$ cat config.mk
export PLATFORM = sky130hd
export DESIGN_NAME = mmu_walker_arbiter
export DESIGN_NICKNAME = d
export VERILOG_FILES = /design/src/rtl/mmu_walker_arbiter_pkg.sv /design/src/rtl/mmu_arb_req_buffer.sv /design/src/rtl/mmu_walker_arbiter.sv
export SDC_FILE = /design/constraint.sdc
export NUM_CORES = 1
export LEC_CHECK = 0
export CORE_MARGIN = 2
export CORE_UTILIZATION = 30
export DETAILED_ROUTE_END_ITERATION = 7
export PLACE_DENSITY = 0.75
export SLEW_MARGIN = 20
export SYNTH_ARGS = -nofsm -noshare
export SYNTH_HDL_FRONTEND = slang
export SYNTH_SLANG_ARGS = --single-unit
$ cat constraint.sdc
create_clock -name clk -period 1.9 [get_ports clk]
set_input_delay 0.38 -clock clk [delete_from_list [all_inputs] [get_ports clk]]
set_output_delay 0.38 -clock clk [all_outputs]
set_load 0.01 [all_outputs]
$ cat src/rtl/mmu_walker_arbiter_pkg.sv
// Shared types for the itlb/dtlb page-table walker arbiter (package mmu_arb_types).
// Holds the FSM/requester enums, the captured walk request and the PTE permission bits.
package mmu_arb_types;

    localparam int VA_W  = 32;
    localparam int PPN_W = 20;

    typedef enum logic [1:0] {
        IDLE   = 2'd0,
        BUSY_I = 2'd1,
        BUSY_D = 2'd2
    } arb_state_t;

    typedef enum logic {
        REQ_I = 1'b0,
        REQ_D = 1'b1
    } requester_t;

    typedef struct packed {
        logic [VA_W-1:0] vaddr;
        logic            rnw;
        logic            execute;
    } walk_req_t;

    typedef struct packed {
        logic d;
        logic a;
        logic g;
        logic u;
        logic x;
        logic w;
        logic r;
        logic v;
    } pte_perms_t;

    // On a tie, fixed mode always favours the data side; otherwise alternate away from last_grant.
    function automatic requester_t pick_winner(
        input logic       cand_i,
        input logic       cand_d,
        input requester_t last_grant,
        input logic       fixed_prio
    );
        requester_t w_pick;
        if (cand_i && cand_d) begin
            if (fixed_prio) w_pick = REQ_D;
            else            w_pick = (last_grant == REQ_I) ? REQ_D : REQ_I;
        end else begin
            w_pick = cand_d ? REQ_D : REQ_I;
        end
        return w_pick;
    endfunction

endpackage

$ cat src/rtl/mmu_arb_req_buffer.sv
// One-entry miss buffer for a single TLB port: pending flag plus captured walk request.
// Abort beats a same-cycle request; a request while pending leaves the captured data untouched.
module mmu_arb_req_buffer
    import mmu_arb_types::*;
(
    input  logic      clk,
    input  logic      rst,
    input  logic      i_request,
    input  logic      i_abort,
    input  logic      i_clear,
    input  walk_req_t i_req,
    output logic      o_pending,
    output walk_req_t o_req
);

    logic      r_pending;
    walk_req_t r_req;

    always_ff @(posedge clk or negedge rst) begin
        if (!rst) begin
            r_pending <= 1'b0;
            r_req     <= '0;
        end else if (i_abort || i_clear) begin
            r_pending <= 1'b0;
        end else if (i_request && !r_pending) begin
            r_pending <= 1'b1;
            r_req     <= i_req;
        end
    end

    assign o_pending = r_pending;
    assign o_req     = r_req;

endmodule

$ cat src/rtl/mmu_walker_arbiter.sv
// Shares one page-table walker between the itlb and dtlb miss ports.
// Optional saturating grant/conflict counters are built when MMU_ARB_STATS_EN is defined.
//
// state  | meaning
// IDLE   | walker free; grants a pending port unless sfence_valid is high
// BUSY_I | walker owned by the itlb; completion/fault/abort routed to the i-side
// BUSY_D | walker owned by the dtlb; completion/fault/abort routed to the d-side
module mmu_walker_arbiter
    import mmu_arb_types::*;
#(
    parameter int FIXED_PRIORITY = 0,
    parameter int STAT_W         = 16
) (
    input  logic              clk,
    input  logic              rst,
    input  logic              sfence_valid,

    input  logic              i_request,
    input  logic [VA_W-1:0]   i_virtual_address,
    input  logic              i_rnw,
    input  logic              i_execute,
    input  logic              i_abort,
    output logic              i_write_entry,
    output logic              i_is_fault,

    input  logic              d_request,
    input  logic [VA_W-1:0]   d_virtual_address,
    input  logic              d_rnw,
    input  logic              d_execute,
    input  logic              d_abort,
    output logic              d_write_entry,
    output logic              d_is_fault,

    output logic [PPN_W-1:0]  upper_physical_address,
    output pte_perms_t        perms,
    output logic              superpage,

    output logic              ptw_request,
    output logic [VA_W-1:0]   ptw_virtual_address,
    output logic              ptw_rnw,
    output logic              ptw_execute,
    output logic              ptw_abort,
    input  logic              ptw_write_entry,
    input  logic              ptw_is_fault,
    input  logic [PPN_W-1:0]  ptw_upper_physical_address,
    input  pte_perms_t        ptw_perms,
    input  logic              ptw_superpage,

    output logic [STAT_W-1:0] stat_i_grants,
    output logic [STAT_W-1:0] stat_d_grants,
    output logic [STAT_W-1:0] stat_conflicts
);

    arb_state_t r_state;
    arb_state_t w_state_next;
    requester_t r_last_grant;
    requester_t w_winner;

    logic      w_pend_i, w_pend_d;
    logic      w_cand_i, w_cand_d;
    logic      w_grant;
    logic      w_walk_done;
    logic      w_done_i, w_done_d;
    walk_req_t w_in_i, w_in_d;
    walk_req_t w_req_i, w_req_d;
    walk_req_t w_sel;

    assign w_in_i = '{vaddr: i_virtual_address, rnw: i_rnw, execute: i_execute};
    assign w_in_d = '{vaddr: d_virtual_address, rnw: d_rnw, execute: d_execute};

    // Owner's pending stays set for the whole walk so its port ignores new requests meanwhile.
    assign w_walk_done = ptw_write_entry | ptw_is_fault;
    assign w_done_i    = (r_state == BUSY_I) & w_walk_done;
    assign w_done_d    = (r_state == BUSY_D) & w_walk_done;

    mmu_arb_req_buffer u_buf_i (
        .clk       (clk),
        .rst       (rst),
        .i_request (i_request),
        .i_abort   (i_abort),
        .i_clear   (w_done_i),
        .i_req     (w_in_i),
        .o_pending (w_pend_i),
        .o_req     (w_req_i)
    );

    mmu_arb_req_buffer u_buf_d (
        .clk       (clk),
        .rst       (rst),
        .i_request (d_request),
        .i_abort   (d_abort),
        .i_clear   (w_done_d),
        .i_req     (w_in_d),
        .o_pending (w_pend_d),
        .o_req     (w_req_d)
    );

    // A port aborting this very cycle is not eligible; its pending bit is about to clear.
    assign w_cand_i = w_pend_i & ~i_abort;
    assign w_cand_d = w_pend_d & ~d_abort;
    assign w_grant  = (r_state == IDLE) & ~sfence_valid & (w_cand_i | w_cand_d);
    assign w_winner = pick_winner(w_cand_i, w_cand_d, r_last_grant, FIXED_PRIORITY != 0);

    always_ff @(posedge clk or negedge rst) begin
        if (!rst) r_state <= IDLE;
        else      r_state <= w_state_next;
    end

    always_comb begin
        w_state_next = r_state;
        unique case (r_state)
            IDLE:    if (w_grant) w_state_next = (w_winner == REQ_D) ? BUSY_D : BUSY_I;
            BUSY_I:  if (w_walk_done || i_abort) w_state_next = IDLE;
            BUSY_D:  if (w_walk_done || d_abort) w_state_next = IDLE;
            default: w_state_next = IDLE;
        endcase
    end

    always_comb begin
        ptw_request   = 1'b0;
        ptw_abort     = 1'b0;
        w_sel         = '0;
        i_write_entry = 1'b0;
        i_is_fault    = 1'b0;
        d_write_entry = 1'b0;
        d_is_fault    = 1'b0;
        unique case (r_state)
            IDLE: begin
                if (w_grant) begin
                    ptw_request = 1'b1;
                    w_sel       = (w_winner == REQ_D) ? w_req_d : w_req_i;
                end
            end
            BUSY_I: begin
                w_sel         = w_req_i;
                i_write_entry = ptw_write_entry;
                i_is_fault    = ptw_is_fault;
                ptw_abort     = i_abort;
            end
            BUSY_D: begin
                w_sel         = w_req_d;
                d_write_entry = ptw_write_entry;
                d_is_fault    = ptw_is_fault;
                ptw_abort     = d_abort;
            end
            default: ;
        endcase
    end

    assign ptw_virtual_address = w_sel.vaddr;
    assign ptw_rnw             = w_sel.rnw;
    assign ptw_execute         = w_sel.execute;

    always_ff @(posedge clk or negedge rst) begin
        if (!rst)         r_last_grant <= REQ_I;
        else if (w_grant) r_last_grant <= w_winner;
    end

    // The TLBs only consume these when their write_entry strobe is high.
    assign upper_physical_address = ptw_upper_physical_address;
    assign perms                  = ptw_perms;
    assign superpage              = ptw_superpage;

`ifdef MMU_ARB_STATS_EN
    localparam logic [STAT_W-1:0] STAT_MAX = '1;

    logic [STAT_W-1:0] r_stat_i, r_stat_d, r_stat_c;

    always_ff @(posedge clk or negedge rst) begin
        if (!rst) begin
            r_stat_i <= '0;
            r_stat_d <= '0;
            r_stat_c <= '0;
        end else if (w_grant) begin
            if (w_winner == REQ_I && r_stat_i != STAT_MAX) r_stat_i <= r_stat_i + 1'b1;
            if (w_winner == REQ_D && r_stat_d != STAT_MAX) r_stat_d <= r_stat_d + 1'b1;
            if (w_cand_i && w_cand_d && r_stat_c != STAT_MAX) r_stat_c <= r_stat_c + 1'b1;
        end
    end

    assign stat_i_grants  = r_stat_i;
    assign stat_d_grants  = r_stat_d;
    assign stat_conflicts = r_stat_c;
`else
    assign stat_i_grants  = '0;
    assign stat_d_grants  = '0;
    assign stat_conflicts = '0;
`endif

endmodule
# == Yosys cells after proc, flatten, opt, wreduce, memory -nomap -nowiden ==
# Index checks and enable logic that the tools add are counted.
# totals
output_inout_bits,117
register_bits,73
# op_classes
eq_ne,5
n_reduce_logical,15
n_bitwise,13
mux,22
# op_table
operator,n
34-bit one-hot mux with 3 select lines,1
34-bit 2-to-1 mux,2
1-bit 2-to-1 mux,13
2-bit 2-to-1 mux,4
1-bit bitwise AND,6
2-bit one-hot mux with 3 select lines,1
1-bit NOT,5
1-bit logical OR,4
"2-bit by 1-bit != test with 1-bit output, second input constant",2
2-bit AND reduction,2
2-bit nonzero test,2
1-bit logical AND,3
3-bit AND reduction,1
"2-bit by 1-bit == test with 1-bit output, second input constant",1
"2-bit == test, second input constant",1
1-bit logical NOT,2
2-bit logical NOT,1
"2-bit != test, second input constant",1
1-bit bitwise OR,2
1-bit one-hot mux with 2 select lines,1

# == Longest topological paths before layout ==
# Gate-level depths: netlist of the first run.
# depth
word_depth,7
depth_mapped,7
mapped_depth_nobuf,6

# == Modules after synthesis ==
# Synthesis of the first run repeated with hierarchy kept, for this count alone.
# hier_totals
hier_cells,309
area_unflattened_um2,3997.6
# by_module_without_submodules
mod,instances,area_each_um2,cells_per_inst,seq_area_each_um2
mmu_arb_req_buffer,2,1325.0,75,875.8
mmu_walker_arbiter,1,1347.5,159,75.1

# == Worst setup path after synthesis of the first run ==
# No wires, ideal clock.
# synth_path
path_type,register to output
start,register r_state[0]
end,output port ptw_execute
path_stages_with_launch,8
setup_slack_ps,-43
arrival_ps,1563
path_cell_list,dfrtp_1 inv_1 ha_1 and4bb_1 nor2_1 nor3_4 buf_2 a22o_1
# synth_via
elab_chain_len,5
# synth_lines
element,line_no,source
start: declaration,mmu_walker_arbiter.sv:54,arb_state_t r_state;
start signal: assignment,mmu_walker_arbiter.sv:106,else r_state <= w_state_next;
2-bit logical NOT,"mmu_walker_arbiter.sv:101, mmu_walker_arbiter.sv:127",
1-bit bitwise AND (2 in a row),mmu_walker_arbiter.sv:101,assign w_grant = (r_state == IDLE) & ~sfence_valid & (w_cand_i | w_cand_d);
34-bit 2-to-1 mux,mmu_walker_arbiter.sv:129,if (w_grant) begin
34-bit one-hot mux with 3 select lines *,mmu_walker_arbiter.sv:127,unique case (r_state)
end: declaration,mmu_walker_arbiter.sv:41,"output logic ptw_execute,"
# Mark *: on every way between the ends. The rest lies on a longest branch, timed or not.

# == Final worst setup path of the first run ==
# layout_path
start,register r_state[0]
end,output port ptw_virtual_address[0]
# layout_via
elab_chain_len,5
# layout_lines
element,line_no,source
2-bit logical NOT,"mmu_walker_arbiter.sv:101, mmu_walker_arbiter.sv:127",
1-bit bitwise AND (2 in a row),mmu_walker_arbiter.sv:101,
34-bit 2-to-1 mux,mmu_walker_arbiter.sv:129,
34-bit one-hot mux with 3 select lines *,mmu_walker_arbiter.sv:127,
end: declaration,mmu_walker_arbiter.sv:39,"output logic [VA_W-1:0] ptw_virtual_address,"
# Marks and branches as above.

==> reports/qor.csv, run 1 <==
stage,metric,value,unit
layout,register_area,0.00183,mm2
logic_synthesis,synth_seq_cells,73,
layout,layout_common_cells,"74 x clkdlybuf4s50_1, 73 x dfrtp_1, 64 x mux2_4",
floorplanning,start_util,0.305,
global_route,grt.overflow.total,0,
power,p_leak,2.76,nW
placement,hpwl,6820,um
cts,clk_pin_slew_worst_paths,0.06,ns
placement,gp_congestion,0.746,
layout,syn_to_final_growth,41.1,%
global_route,grt_pass1_vias,2815,
logic_synthesis,synth_area,0.00420,mm2
floorplanning,chipHeight,122,um
cts,htree_levels,3,
logic_synthesis,synth_edf_count,0,
power,clkPwrFrac,0.209,
logic_synthesis,netlist_instances,308,
worst_hold_path,min_path_type,input pin to asynchronous set/reset pin,
power,powerDensity,1410,mW/mm2
floorplanning,core,0.0138,mm2
detailed_routing,drt_iter0_markers,83,
cts,clock-sinks,73,
worst_setup_path,path_max_fanout,9,
detailed_routing,routed_wl,10500,um
global_route,grt_pass1_wl,15700,um
timing,rsz0062_at_grt,yes,
power,pwr-share-seq,0.320,
logic_synthesis,ys_warn_count,0,
global_route,antenna_found_initial,0,
logic_synthesis,ys_seq_area_frac,0.435,
run,maxCapViolCount,0,
cts,clockRootBuffer,clkbuf_16,
power,p_comb_frac,0.471,
timing,relSlewSlack,0.663,
floorplanning,dieArea,0.0150,mm2
worst_setup_path,path_class,register to output port,
worst_setup_path,critPathCaptureType,output port,
layout,layout_commonest_cell,clkdlybuf4s50_1,
worst_setup_path,crit_arrival,2.05,ns
power,p_switching,2.64,mW
cts,cts_hold_buf,0,
timing,fmax,0.412,GHz
detailed_routing,drc,0,
timing,finalCritPeriodShare,1.28,
layout,n_antenna_cell,0,
layout,multiInputGateArea,0.00189,mm2
logic_synthesis,synth-async-reset-ratio,1.00,
timing,setup_ws,-0.526,ns
detailed_routing,wl_per_cell,16.7,um
floorplanning,row_count,43,
cts,numCtsBuffers,9,
logic_synthesis,synth_area_per_cell,13.6,um2
worst_setup_path,crit_path_start_kind,register,
layout,drive_gt1_frac,0.444,
timing,hold_viol,0,
detailed_routing,first_pass_iters,4,
layout,nets,553,
power,p_int,5.70,mW
cts,clockBufferDepth,2,
status,violations,setup timing,
status,status,finished with violations,
detailed_routing,ant_nets,0,
floorplanning,die_w,122,um
power,peakVddDrop,563,uV
power,power_switching_share,0.317,
worst_setup_path,required,1.52,ns
detailed_routing,via_per_inst,4.37,
global_route,track_usage,0.141,
floorplanning,io_pins,223,
timing,setup_viol,107,
placement,io_buffers,116,
timing,worst_pin_slew,0.505,ns
detailed_routing,vias,2747,
global_route,grt_max_degree,38,
power,power.total,8.35,mW
timing,slew_violations,0,
timing,min_period,2.43,ns
timing,fin_skew,0.00661,ns
cts,clock_latency,0.33,ns
logic_synthesis,synthFlopType,dfrtp_1,
cts,cts_tree,yes,
layout,final_util,0.431,
logic_synthesis,ys_types,31,
layout,fill_cells,1283,
## worst paths after layout
| check | start | endpoint | slack (ns) | cells after the start |
|---|---|---|---|---|
| max | r_state[0]$_DFFE_PN0P_ | ptw_virtual_address[0] | -0.53 | 10 |
| min | rst | r_state[0]$_DFFE_PN0P_ | 0.004 | 1 |
| max reg2reg | r_state[0]$_DFFE_PN0P_ | u_buf_d.o_req[12]$_DFFE_PN0P_ | -0.26 | 10 |
| min reg2reg | u_buf_d.o_req[9]$_DFFE_PN0P_ | u_buf_d.o_req[9]$_DFFE_PN0P_ | 0.51 | 1 |
| max in group asynchronous | rst | u_buf_d.o_req[2]$_DFFE_PN0P_ | 1.30 | 2 |
| min in group clk | u_buf_d.o_req[9]$_DFFE_PN0P_ | u_buf_d.o_req[9]$_DFFE_PN0P_ | 0.51 | 1 |
## cell usage after synthesis (3+ instances only)
| cell | instances | area share |
|---|---|---|
| inv_1 | 3 | 0.0027 |
| buf_12 | 6 | 0.029 |
| mux2_2 | 8 | 0.021 |
| nor2_1 | 3 | 0.0027 |
| buf_2 | 6 | 0.0071 |
| buf_4 | 77 | 0.14 |
| mux2_4 | 60 | 0.21 |
| nand2b_1 | 5 | 0.0074 |
| ha_1 | 4 | 0.012 |
| dfrtp_1 | 73 | 0.43 |
| a22o_1 | 34 | 0.071 |
## registers in the layout, indices dropped and copies added (netlist names)
| name | cells |
|---|---|
| r_last_grant | 1 |
| u_buf_d.o_req | 34 |
| u_buf_d.o_pending | 1 |
| u_buf_i.o_pending | 1 |
| r_state | 2 |
| u_buf_i.o_req | 34 |
## stage by stage
stage | TNS, ns | worst slack (ns) | std cells | hold slack, ns | instance area (um2)
2_1_floorplan | -0.553 | -0.0184 | 355 | 0.0844 | 4390
4_1_cts | -27.95 | -0.546 | 627 | 0.0210 | 5930
5_1_grt | -32.03 | -0.629 | 628 | 0.0433 | 5930
3_5_place_dp | -50.99 | -0.936 | 587 | 0.384 | 5310
3_3_place_gp | -48.47 | -0.895 | 587 | 0.378 | 5310
6_report | -25.28 | -0.526 | 628 | 0.00372 | 5930
## worst max-delay path, stage by stage (launching register included)
cell,delay [ns]
dfrtp_1,0.40
inv_2,0.09
buf_6,0.10
ha_4,0.15
nor3b_2,0.05
buf_4,0.13
nor3_4,0.21
buf_4,0.16
buf_12,0.12
a22o_1,0.15
buf_2,0.14
## cells by family after synthesis
group | synth area share
adders and majority gates | 0.0119
AOI/OAI and AO/OA | 0.0926
and+or+nand+nor | 0.0429
buffers and inverters | 0.181
other | 0.000892
muxes | 0.236
DFF | 0.435
## metal layers
layer  vias up  share of wire  GRT usage  wire (um)
met5         -              0          0          0
met4         0          0.015     0.0445        161
met3        20          0.071     0.0451        747
met2       122           0.50      0.238       5200
met1      1374           0.42      0.170       4360
li1       1231              -          -          -
## repair_timing
item,CTS,global route
endpoints found under the setup margin,108,108
pin swaps,25,6
buffers inserted,17,5
gates cloned,8,1
resized for setup,205,16
## cell type report
class,count,area share
repair buffers,168,0.281
well taps,180,0.0380
clock buffers,10,0.0403
clock inverters,6,0.0122
inverters,3,0.00190
multi-input cells,188,0.318
flip-flops and latches,73,0.308
## power by group through the flow
stage               clock [mW]  sequential, mW  combinational [mW]
floorplan                    0            2.53                2.36
detailed placement           0            2.66                3.73
CTS                       1.79            2.66                3.94
global route              1.86            2.74                4.20
finish                    1.74            2.67                3.93
global placement             0            2.62                3.66
Note: power is estimated with default switching activity, not from simulation.
==> run 2: changes to the inputs <==
Settings changed: PLACE_DENSITY 0.75 to 0.73.
Clock period 1.9 ns to 2.56 ns, I/O delays scaled along.
==> reports/qor.csv, run 2 (synthesized netlist as in run 1, its figures left out) <==
stage,metric,value,unit
floorplanning,chipHeight,122,um
worst_setup_path,path_max_fanout,7,
layout,nets,531,
detailed_routing,vias,2642,
layout,final_util,0.406,
run,maxCapViolCount,0,
global_route,grt_pass1_wl,14700,um
placement,io_buffers,116,
detailed_routing,drt_iter0_markers,86,
cts,numCtsBuffers,9,
status,status,finished with violations,
cts,htree_levels,3,
timing,setup_viol,5,
floorplanning,die_w,122,um
detailed_routing,via_per_inst,4.36,
floorplanning,row_count,43,
timing,setup_ws,-0.0139,ns
timing,hold_viol,0,
worst_hold_path,min_path_type,input pin to asynchronous set/reset pin,
layout,n_antenna_cell,0,
detailed_routing,route.met3.wl,778,um
timing,relSlewSlack,0.382,
detailed_routing,drt-met1-wl,3980,um
timing,fin_setup_tns,-0.0344,ns
power,powerDensity,1080,mW/mm2
worst_setup_path,path_class,register to output port,
global_route,grt_pass1_vias,2747,
worst_setup_path,crit_path_start_kind,register,
floorplanning,dieArea,0.0150,mm2
detailed_routing,dr_wl_met2,4560,um
layout,fill_cells,1283,
timing,slew_violations,0,
status,violations,setup timing,
cts,clock_latency,0.34,ns
timing,min_period,2.57,ns
worst_setup_path,required,2.05,ns
cts,cts_tree,yes,
layout,syn_to_final_growth,33.1,%
worst_setup_path,r2r.worst_path.cells,7,
detailed_routing,drc,0,
timing,fmax,0.389,GHz
timing,finalCritPeriodShare,1.01,
layout,drive_gt1_frac,0.399,
cts,clk_pin_slew_worst_paths,0.06,ns
power,p_leak,2.58,nW
detailed_routing,top_layer,met5,
global_route,antenna_found_initial,1,
global_route,track_usage,0.130,
global_route,grt_max_degree,74,
detailed_routing,wl_per_cell,15.8,um
cts,clockBufferDepth,2,
timing,rsz0062_at_grt,yes,
timing,worst_pin_slew,0.927,ns
floorplanning,io_pins,223,
worst_setup_path,critPathCaptureType,output port,
power,peakVddDrop,441,uV
cts,clockRootBuffer,clkbuf_16,
layout,layout_common_cells,"77 x clkdlybuf4s50_1, 73 x dfrtp_1, 60 x mux2_4",
detailed_routing,routed_wl,9570,um
layout,layout_commonest_cell,clkdlybuf4s50_1,
placement,gp_congestion,0.831,
detailed_routing,first_pass_iters,4,
floorplanning,core,0.0138,mm2
worst_setup_path,crit_arrival,2.06,ns
detailed_routing,ant_nets,0,
cts,clock-sinks,73,
floorplanning,start_util,0.305,
timing,fin_skew,0.00441,ns
placement,hpwl,6540,um
global_route,grt.overflow.total,0,
run 2: final timing paths:
kind	start	end	slack [ns]
max	r_state[0]$_DFFE_PN0P_	ptw_virtual_address[21]	-0.01
min	rst	r_state[1]$_DFFE_PN0P_	0.29
max in group asynchronous	rst	u_buf_d.o_req[21]$_DFFE_PN0P_	1.63
min in group clk	u_buf_d.o_req[22]$_DFFE_PN0P_	u_buf_d.o_req[22]$_DFFE_PN0P_	0.51
min reg2reg	u_buf_d.o_req[22]$_DFFE_PN0P_	u_buf_d.o_req[22]$_DFFE_PN0P_	0.51
max reg2reg	r_state[0]$_DFFE_PN0P_	u_buf_i.o_req[5]$_DFFE_PN0P_	0.51
run 2: metal layers:
metal  track usage  vias up
li1              -     1187
met1         0.158     1297
met2         0.209      127
met3        0.0386       29
met4        0.0625        2
met5             0        -
run 2: cell type report:
cell class | instances | area [um2] | area share
Multi-Input combinational cell | 188 | 1850 | 0.331
Clock inverter | 6 | 91.3 | 0.0163
Sequential cell | 73 | 1830 | 0.326
Inverter | 3 | 11.3 | 0.00201
Clock buffer | 10 | 239 | 0.0427
Timing Repair Buffer | 146 | 1350 | 0.242
Tap cell | 180 | 225 | 0.0403
run 2: report_power, final:
part / leakage (nW) / internal [mW] / total, mW / switching, mW
clock network: 0.151 / 0.881 / 1.37 / 0.492
logic: 1.58 / 1.63 / 2.70 / 1.07
registers: 0.856 / 1.66 / 1.97 / 0.312
total: 2.58 / 4.17 / 6.04 / 1.87
run 2: critical path, stage by stage (launching register included):
cell and delay [ns]:
dfrtp_1 0.40, inv_2 0.08, ha_4 0.14, and4bb_1 0.24
nor2_2 0.07, nor3_4 0.28, buf_8 0.16, buf_16 0.11
a22o_1 0.12, buf_2 0.12
run 2: through the flow:
| stage | worst slack [ns] | hold slack [ns] | power (mW) | cells | cell area (um2) |
|---|---|---|---|---|---|
| finish | -0.0139 | 0.290 | 6.04 | 606 | 5600 |
| global placement | -0.481 | 0.493 | 4.64 | 581 | 5250 |
| CTS | -0.0770 | 0.351 | 6.18 | 607 | 5640 |
| global route | -0.115 | 0.404 | 6.40 | 606 | 5600 |
| floorplan | 0.485 | 0.216 | 3.60 | 355 | 4380 |
| detailed placement | -0.532 | 0.495 | 4.70 | 581 | 5250 |
run 2: repair_timing:
item / CTS / global route
pin swaps: 12 / 12
hold buffers: 0 / 0
gates resized for setup: 159 / 6
endpoints found under the setup margin: 35 / 35
buffers inserted: 8 / 2
cloned: 2 / 0
==> run 3: changes to the inputs <==
Settings changed: CAP_MARGIN set to 20.
Clock period 2.56 ns to 3.21 ns, I/O delays scaled along.
==> reports/qor.csv, run 3 (synthesized netlist as in run 1, its figures left out) <==
stage,metric,value,unit
worst_setup_path,crit_arrival,2.46,ns
detailed_routing,via_per_inst,4.35,
detailed_routing,drc,0,
timing,holdWs,0.454,ns
floorplanning,core,0.0138,mm2
cts,htree_levels,3,
layout,fill_cells,1295,
layout,nets,522,
worst_setup_path,required,2.57,ns
timing,setup_ws,0.110,ns
layout,layout_commonest_cell,clkdlybuf4s50_1,
power,p_leak,2.60,nW
cts,cts_tree,yes,
cts,numCtsBuffers,9,
global_route,grt_max_degree,74,
global_route,track_usage,0.126,
cts,clock_latency,0.34,ns
floorplanning,die_w,122,um
detailed_routing,wl_per_cell,15.8,um
worst_setup_path,critPathCaptureType,output port,
status,status,"finished, final reports clean",
power,powerDensity,830,mW/mm2
worst_setup_path,path_max_fanout,14,
layout,n_antenna_cell,0,
timing,relSlewSlack,0.373,
placement,gp_congestion,0.834,
timing,min_period,3.10,ns
cts,clockRootBuffer,clkbuf_16,
detailed_routing,vias,2599,
layout,layout_common_cells,"80 x clkdlybuf4s50_1, 73 x dfrtp_1, 60 x mux2_4",
run,maxCapViolCount,0,
cts,clockBufferDepth,2,
detailed_routing,first_pass_iters,4,
timing,hold_viol,0,
detailed_routing,drt_iter0_markers,68,
detailed_routing,ant_nets,0,
power,peakVddDrop,407,uV
global_route,grt.overflow.total,0,
timing,fmax,0.323,GHz
worst_setup_path,path_class,input pin to output port,
detailed_routing,routed_wl,9420,um
timing,worst_pin_slew,0.941,ns
timing,finalCritPeriodShare,0.966,
floorplanning,start_util,0.305,
layout,fin_cells,597,
global_route,grt_pass1_wl,14300,um
floorplanning,dieArea,0.0150,mm2
cts,clock-sinks,73,
floorplanning,row_count,43,
worst_hold_path,min_path_type,input pin to asynchronous set/reset pin,
timing,setup_viol,0,
placement,io_buffers,116,
floorplanning,io_pins,223,
placement,dp_cells,574,
floorplanning,chipHeight,122,um
placement,hpwl,6700,um
cts,clk_pin_slew_worst_paths,0.06,ns
worst_setup_path,crit_path_start_kind,input pin,
global_route,grt_pass1_vias,2751,
cts,cts_hold_buf,0,
power,power.total,4.51,mW
timing,fin_skew,0.00580,ns
layout,syn_to_final_growth,29.4,%
timing,slew_violations,0,
global_route,antenna_found_initial,1,
layout,drive_gt1_frac,0.333,
placement,place_ws,-0.145,ns
run 3: cell count changes in the layout (fill, tap and decap cells not counted), moves of 6 or more:
cell	before	now
dlymetal6s2s_1	1	10
buf_2	31	0
clkbuf_2	0	21
buf_6	8	2
run 3: timing repair:
item | CTS | global route
setup buffers | 1 | 5
setup endpoints to repair | 34 | 10
pin swaps | 1 | 3
cloned | 1 | 0
resized for setup | 31 | 57
run 3: worst max-delay path: stages:
cell	delay (ns)
clkdlybuf4s50_1	0.43
and4bb_1	0.30
nor2_1	0.08
nor3_4	0.25
buf_4	0.15
buf_6	0.10
buf_12	0.13
a22o_1	0.12
clkdlybuf4s15_1	0.23
run 3: path summary, 6_finish.rpt:
check,start,slack (ns),end,cells past startpoint
max in group asynchronous,rst,2.15,u_buf_d.o_req[10]$_DFFE_PN0P_,1
min in group clk,u_buf_d.o_req[11]$_DFFE_PN0P_,0.51,u_buf_d.o_req[11]$_DFFE_PN0P_,1
hold reg to reg,u_buf_d.o_req[11]$_DFFE_PN0P_,0.51,u_buf_d.o_req[11]$_DFFE_PN0P_,1
setup reg to reg,r_state[1]$_DFFE_PN0P_,1.23,u_buf_i.o_req[5]$_DFFE_PN0P_,6
hold / removal,rst,0.45,u_buf_i.o_req[27]$_DFFE_PN0P_,1
setup / recovery,sfence_valid,0.11,ptw_virtual_address[9],9
run 3: layout make-up:
type | count | area (um2) | share of cell area
flip-flops and latches | 73 | 1830 | 0.336
multi-input cells | 188 | 1800 | 0.331
repair buffers | 137 | 1300 | 0.239
clock buffers | 9 | 225 | 0.0414
well taps | 180 | 225 | 0.0414
clock inverters | 7 | 53.8 | 0.00989
inverters | 3 | 11.3 | 0.00207
run 3: metrics by stage:
stage / util / TNS [ns] / cell area, um2
after detailed placement: 0.374 / -3.58 / 5140
after CTS: 0.396 / -0.902 / 5460
after global routing: 0.395 / -0.0245 / 5440
after global placement: 0.374 / -1.71 / 5140
final: 0.395 / 0 / 5440
after floorplan: - / 0 / 4380
run 3: routing by layer:
metal | vias to the layer above | part of all wire | GRT usage
met2 | 123 | 0.48 | 0.210
met3 | 31 | 0.088 | 0.0423
li1 | 1170 | - | -
met4 | 2 | 0.031 | 0.0661
met5 | - | 0.0011 | 0
met1 | 1273 | 0.40 | 0.144
run 3: where the power goes:
part	leakage (nW)	switching, mW	internal (mW)	total, mW
Clock	0.128	0.404	0.528	0.932
Combinational	1.61	0.792	1.22	2.01
Sequential	0.856	0.243	1.32	1.57
Total	2.60	1.44	3.07	4.51
